==> config.mk <==
export PLATFORM = sky130hd
export DESIGN_NAME = writeback_forward_unit
export DESIGN_NICKNAME = d
export VERILOG_FILES = /design/src/rtl/writeback_forward_unit.sv
export SDC_FILE = /design/constraint.sdc
export NUM_CORES = 1
export LEC_CHECK = 0
export ABC_AREA = 1
export CAP_MARGIN = 20
export CORE_AREA = 5 5 114 143
export DETAILED_ROUTE_END_ITERATION = 16
export DIE_AREA = 0 0 119 148
export HOLD_SLACK_MARGIN = 0.06
export PLACE_DENSITY = 0.8
export SYNTH_ARGS = -nofsm -noshare
export SYNTH_HDL_FRONTEND = slang
export SYNTH_SLANG_ARGS = --single-unit
export TNS_END_PERCENT = 1
==> constraint.sdc <==
create_clock -name CLK -period 2 [get_ports CLK]
set_input_delay 0.2 -clock CLK [delete_from_list [all_inputs] [get_ports CLK]]
set_output_delay 0.2 -clock CLK [all_outputs]
set_load 0.03 [all_outputs]
==> src/rtl/writeback_forward_unit.sv <==
// writeback_forward_unit: EX/MEM/WB destination pipeline driving regfile writes, operand forwarding and load-use stall
module writeback_forward_unit #(
  parameter int DW = 32,
  parameter int AW = 5
) (
  input  logic          CLK,
  input  logic          RST,
  input  logic [AW-1:0] ID_RA,
  input  logic [AW-1:0] ID_RB,
  input  logic          ID_USE_A,
  input  logic          ID_USE_B,
  input  logic          ID_LE,
  input  logic [AW-1:0] ID_RW,
  input  logic          ID_LOAD,
  input  logic [DW-1:0] EX_RESULT,
  input  logic [DW-1:0] MEM_RDATA,
  input  logic [DW-1:0] PA_IN,
  input  logic [DW-1:0] PB_IN,
  output logic          STALL,
  output logic [1:0]    SEL_A,
  output logic [1:0]    SEL_B,
  output logic [DW-1:0] OPA,
  output logic [DW-1:0] OPB,
  output logic [AW-1:0] RW,
  output logic [DW-1:0] PW,
  output logic          EN
);
  logic          ex_le, ex_load, mem_le, mem_load, wb_le;
  logic [AW-1:0] ex_rw, mem_rw, wb_rw;
  logic [DW-1:0] mem_alu, wb_pw, mem_val;
  assign mem_val = mem_load ? MEM_RDATA : mem_alu;
  always_ff @(posedge CLK) begin
    if (RST) begin
      ex_le    <= 1'b0;
      ex_load  <= 1'b0;
      ex_rw    <= '0;
      mem_le   <= 1'b0;
      mem_load <= 1'b0;
      mem_rw   <= '0;
      mem_alu  <= '0;
      wb_le    <= 1'b0;
      wb_rw    <= '0;
      wb_pw    <= '0;
    end else begin
      ex_le    <= ID_LE & ~STALL;
      ex_load  <= ID_LOAD & ~STALL;
      ex_rw    <= STALL ? '0 : ID_RW;
      mem_le   <= ex_le;
      mem_load <= ex_load;
      mem_rw   <= ex_rw;
      mem_alu  <= EX_RESULT;
      wb_le    <= mem_le;
      wb_rw    <= mem_rw;
      wb_pw    <= mem_val;
    end
  end
  assign STALL = ex_le & ex_load & (|ex_rw) &
                 ((ID_USE_A & (ID_RA == ex_rw)) | (ID_USE_B & (ID_RB == ex_rw)));
  // a load in EX never forwards; that case always raises STALL instead
  assign SEL_A = (!ID_USE_A || ID_RA == '0 || STALL) ? 2'd0 :
                 (ex_le && !ex_load && ex_rw == ID_RA) ? 2'd1 :
                 (mem_le && mem_rw == ID_RA) ? 2'd2 :
                 (wb_le && wb_rw == ID_RA) ? 2'd3 : 2'd0;
  assign SEL_B = (!ID_USE_B || ID_RB == '0 || STALL) ? 2'd0 :
                 (ex_le && !ex_load && ex_rw == ID_RB) ? 2'd1 :
                 (mem_le && mem_rw == ID_RB) ? 2'd2 :
                 (wb_le && wb_rw == ID_RB) ? 2'd3 : 2'd0;
  assign OPA = SEL_A == 2'd1 ? EX_RESULT : SEL_A == 2'd2 ? mem_val : SEL_A == 2'd3 ? wb_pw : PA_IN;
  assign OPB = SEL_B == 2'd1 ? EX_RESULT : SEL_B == 2'd2 ? mem_val : SEL_B == 2'd3 ? wb_pw : PB_IN;
  assign RW  = wb_rw;
  assign PW  = wb_pw;
  assign EN  = wb_le & (|wb_rw);
endmodule
==> results.sh <==
export IMPL_cp_arrival_ns=2.34
export IMPL_critPathCaptureType="output port"
export IMPL_synth_top_family_by_area="simple AND/OR/NAND/NOR gates"
export IMPL_p_comb_share_pct=28.9
export IMPL_fin_crit_sh_pct=127
export IMPL_core_um2=14800
export IMPL_final_common_cell="nand2_1"
export IMPL_post_route_min_period_ns=2.54
export IMPL_crit_buf_inv=5
export IMPL_p_int_mw=3.72
export IMPL_placed_area_um2=9500
export IMPL_maxCapViolations=0
export IMPL_firstDrtPassIters=5
export IMPL_ys_seq_area_share_pct=26.6
export IMPL_avgRoutedWirePerCell_um=16.0
export IMPL_die_h_um=148
export IMPL_violations="negative setup slack"
export IMPL_yosysWarningCount=0
export IMPL_area_growth_pct=66.4
export IMPL_cts_max_path_buffers=2
export IMPL_crit_path_start_kind="register"
export IMPL_critPathMaxStageDelay_ns=0.33
export IMPL_slew_headroom_pct=74.7
export IMPL_total_power_mw=5.28
export IMPL_cts_tree="done"
export IMPL_final_cell_mix="310 x nand2_1, 215 x inv_1, 174 x clkdlybuf4s50_1, 104 x nor2_1, 104 x nand3_1"
export IMPL_place_hpwl_um=19300
export IMPL_p_per_area_nw_per_um2=502
export IMPL_pwr_share_clk_pct=36.6
export IMPL_synth_seq_cells=84
export IMPL_sw_frac_of_total_pct=29.6
export IMPL_ios=256
export IMPL_die_area_um2=17600
export IMPL_cpLargestDelayFamily="simple AND/OR/NAND/NOR gates"
export IMPL_gp_congestion=0.954
export IMPL_htree_levels=3
export IMPL_fmax_mhz=394
export IMPL_setup_slack_ns=-0.538
export IMPL_cts_sinks=84
export IMPL_drive_gt1_share_pct=21.8
export IMPL_drt_iter0_drc=730
export IMPL_slew_viol_final=0
export IMPL_vdd_ir_drop_max_mv=0.432
export IMPL_critPathMaxFanout=7
export IMPL_hold_buffers=0
export IMPL_cts_made_buffers=9
export IMPL_synth_area_um2=6320
export IMPL_initial_core_util_pct=42.8
export IMPL_root_buffer="clkbuf_16"
export IMPL_finClkSkew_ns=0.00700
export IMPL_hold_viol=0
export IMPL_path_cells="buf_4 > nand2_2 > nand2_2 > nor2_4 > nand4_1 > nand2_2 > nand4_4 > buf_12 > buf_12 > nand2_1 > nor2_1 > buf_4 > nor2_4 > buf_4"
export IMPL_synth_simple_area_share_pct=48.2
export IMPL_die_width_um=119
export IMPL_drt_wl_total_um=25800
export IMPL_synth_cell_type_count=32
export IMPL_grt_max_degree=80
export IMPL_dp_cells=1587
export IMPL_synth_avg_cell_area_um2=5.61
export IMPL_fillers=1284
export IMPL_status="finished, violations left"
export IMPL_grt_pass1_vias=7609
export IMPL_synth_area_mux_share_pct=0
export IMPL_rr_startpoint="ex_rw[3]$_SDFF_PP0_"
export IMPL_worst_slew_pin_slew_ns=0.380
export IMPL_postRouteAntennaNets=0
export IMPL_mappedNetlistNets=1277
export IMPL_final_area_um2=10500
export IMPL_critPathKind="reg2out"
export IMPL_vias_per_cell=5.05
export IMPL_synthCells=1128
export IMPL_leakage_nw=5.61
export IMPL_holdWs_ns=0.244
export IMPL_drc=0
export IMPL_portBuffers=255
export IMPL_crit_slowest_cell="dfxtp_2"
export IMPL_antenna_found_initial=0
export IMPL_min_path_type="in2reg"
export IMPL_synth_compound_area_share_pct=4.41
export IMPL_setup_tns_ns=-30.71
export IMPL_rows=50
export IMPL_nets=1571
export IMPL_synthXorXnorAreaFrac_pct=0.554
export IMPL_setup_viol=68
export IMPL_clk_latency_ns=0.34
export IMPL_clk_pin_slew_ns=0.07
export IMPL_setup_worst_path_start="ex_rw[3]$_SDFF_PP0_"
export IMPL_p_sw_mw=1.56
export IMPL_p_seq_share_pct=34.5
export IMPL_synth_fa_ha_area_share_pct=0
export IMPL_diodes=0
export IMPL_instances_no_fill=1608
export IMPL_hp_start="RST"
export IMPL_overflow=0
export IMPL_rsz0062_at_grt="yes"
export IMPL_critPathRequiredTime_ns=1.80
export IMPL_grt_total_usage_pct=27.2
export IMPL_grt_pass1_wl_um=38800
export IMPL_vias=8114
==> worst reg2reg max path, delay by kind of cell, from the launching register on <==
| family | cells | cell delay [ns] |
|---|---|---|
| buf+inv | 4 | 0.42 |
| simple gates | 6 | 0.90 |
| flops | 1 | 0.33 |
==> metal layers <==
| metal | vias to the layer above | global-route usage, % | wire length [µm] |
|---|---|---|---|
| met1 | 3653 | 31.1 | 9830 |
| met2 | 383 | 49.2 | 13200 |
| li1 | 4015 | - | - |
| met4 | 0 | 10.8 | 854 |
| met5 | - | 0 | 0 |
| met3 | 63 | 5.82 | 1970 |
==> power by group through the flow <==
stage / clock (mW) / combinational (mW) / sequential (mW)
5_1_grt: 2.03 / 1.64 / 1.83
3_5_place_dp: 0 / 1.42 / 1.86
6_report: 1.93 / 1.53 / 1.82
2_1_floorplan: 0 / 0.630 / 1.92
4_1_cts: 1.95 / 1.48 / 1.82
3_3_place_gp: 0 / 1.42 / 1.85
==> per-stage QoR <==
stage,setup WS (ns),util (%)
after global placement,-0.666,64.4
final,-0.538,71.3
after floorplan,-0.0598,-
after global routing,-0.665,71.3
after CTS,-0.539,68.9
after detailed placement,-0.663,64.4
==> cell usage after synthesis (all sizes together) <==
cell    number  area share (%)
dfxtp       84              27
inv        240              14
a21oi        8            0.99
nand4       75             8.0
nand3      116             9.7
nor2       152             9.3
nor3         4            0.32
xnor2        3            0.42
o22ai        1           0.099
clkinv       1           0.059
o21ai       42             3.3
buf         45             4.8
nand2      336              21
xor2         1            0.14
clkbuf      19             1.1
or2          1           0.099
==> layout make-up <==
type | instances | area (µm²) | area share, %
Clock buffer | 11 | 243 | 2.31
Clock inverter | 4 | 97.6 | 0.927
Inverter | 241 | 943 | 8.96
Multi-Input combinational cell | 739 | 3760 | 35.7
Sequential cell | 84 | 1700 | 16.1
Tap cell | 182 | 228 | 2.16
Timing Repair Buffer | 347 | 3550 | 33.8
==> final timing paths <==
path	endpoint	slack, ns	cells after the start
hold / removal	ex_rw[4]$_SDFF_PP0_	0.24	3
hold reg to reg	mem_le$_SDFF_PP0_	0.45	2
setup reg to reg	ex_rw[1]$_SDFF_PP0_	0.28	10
setup / recovery	OPA[27]	-0.54	14
==> cells by family (layout without fill, tap and decap cells) <==
| kind of cell | after synthesis | after routing |
|---|---|---|
| flip-flops | 84 | 84 |
| AND/OR/NAND/NOR | 684 | 684 |
| XOR/XNOR | 4 | 4 |
| AO/OA/AOI/OAI | 51 | 51 |
| buffers and inverters | 305 | 603 |
==> flip-flops by register name (all words and copies together) (netlist names) <==
register / cells
RW: 5
wb_le: 1
PW: 32
ex_rw: 5
mem_rw: 5
ex_le: 1
mem_load: 1
ex_load: 1
mem_le: 1
mem_alu: 32
==> timing repair <==
action                     4_1_cts  5_1_grt
setup endpoints to repair       70       70
cloned                           0        2
buffers inserted                 1        4
resized for setup              108       80
pin swaps                       10       17
Note: power is estimated with default switching activity, not from simulation.
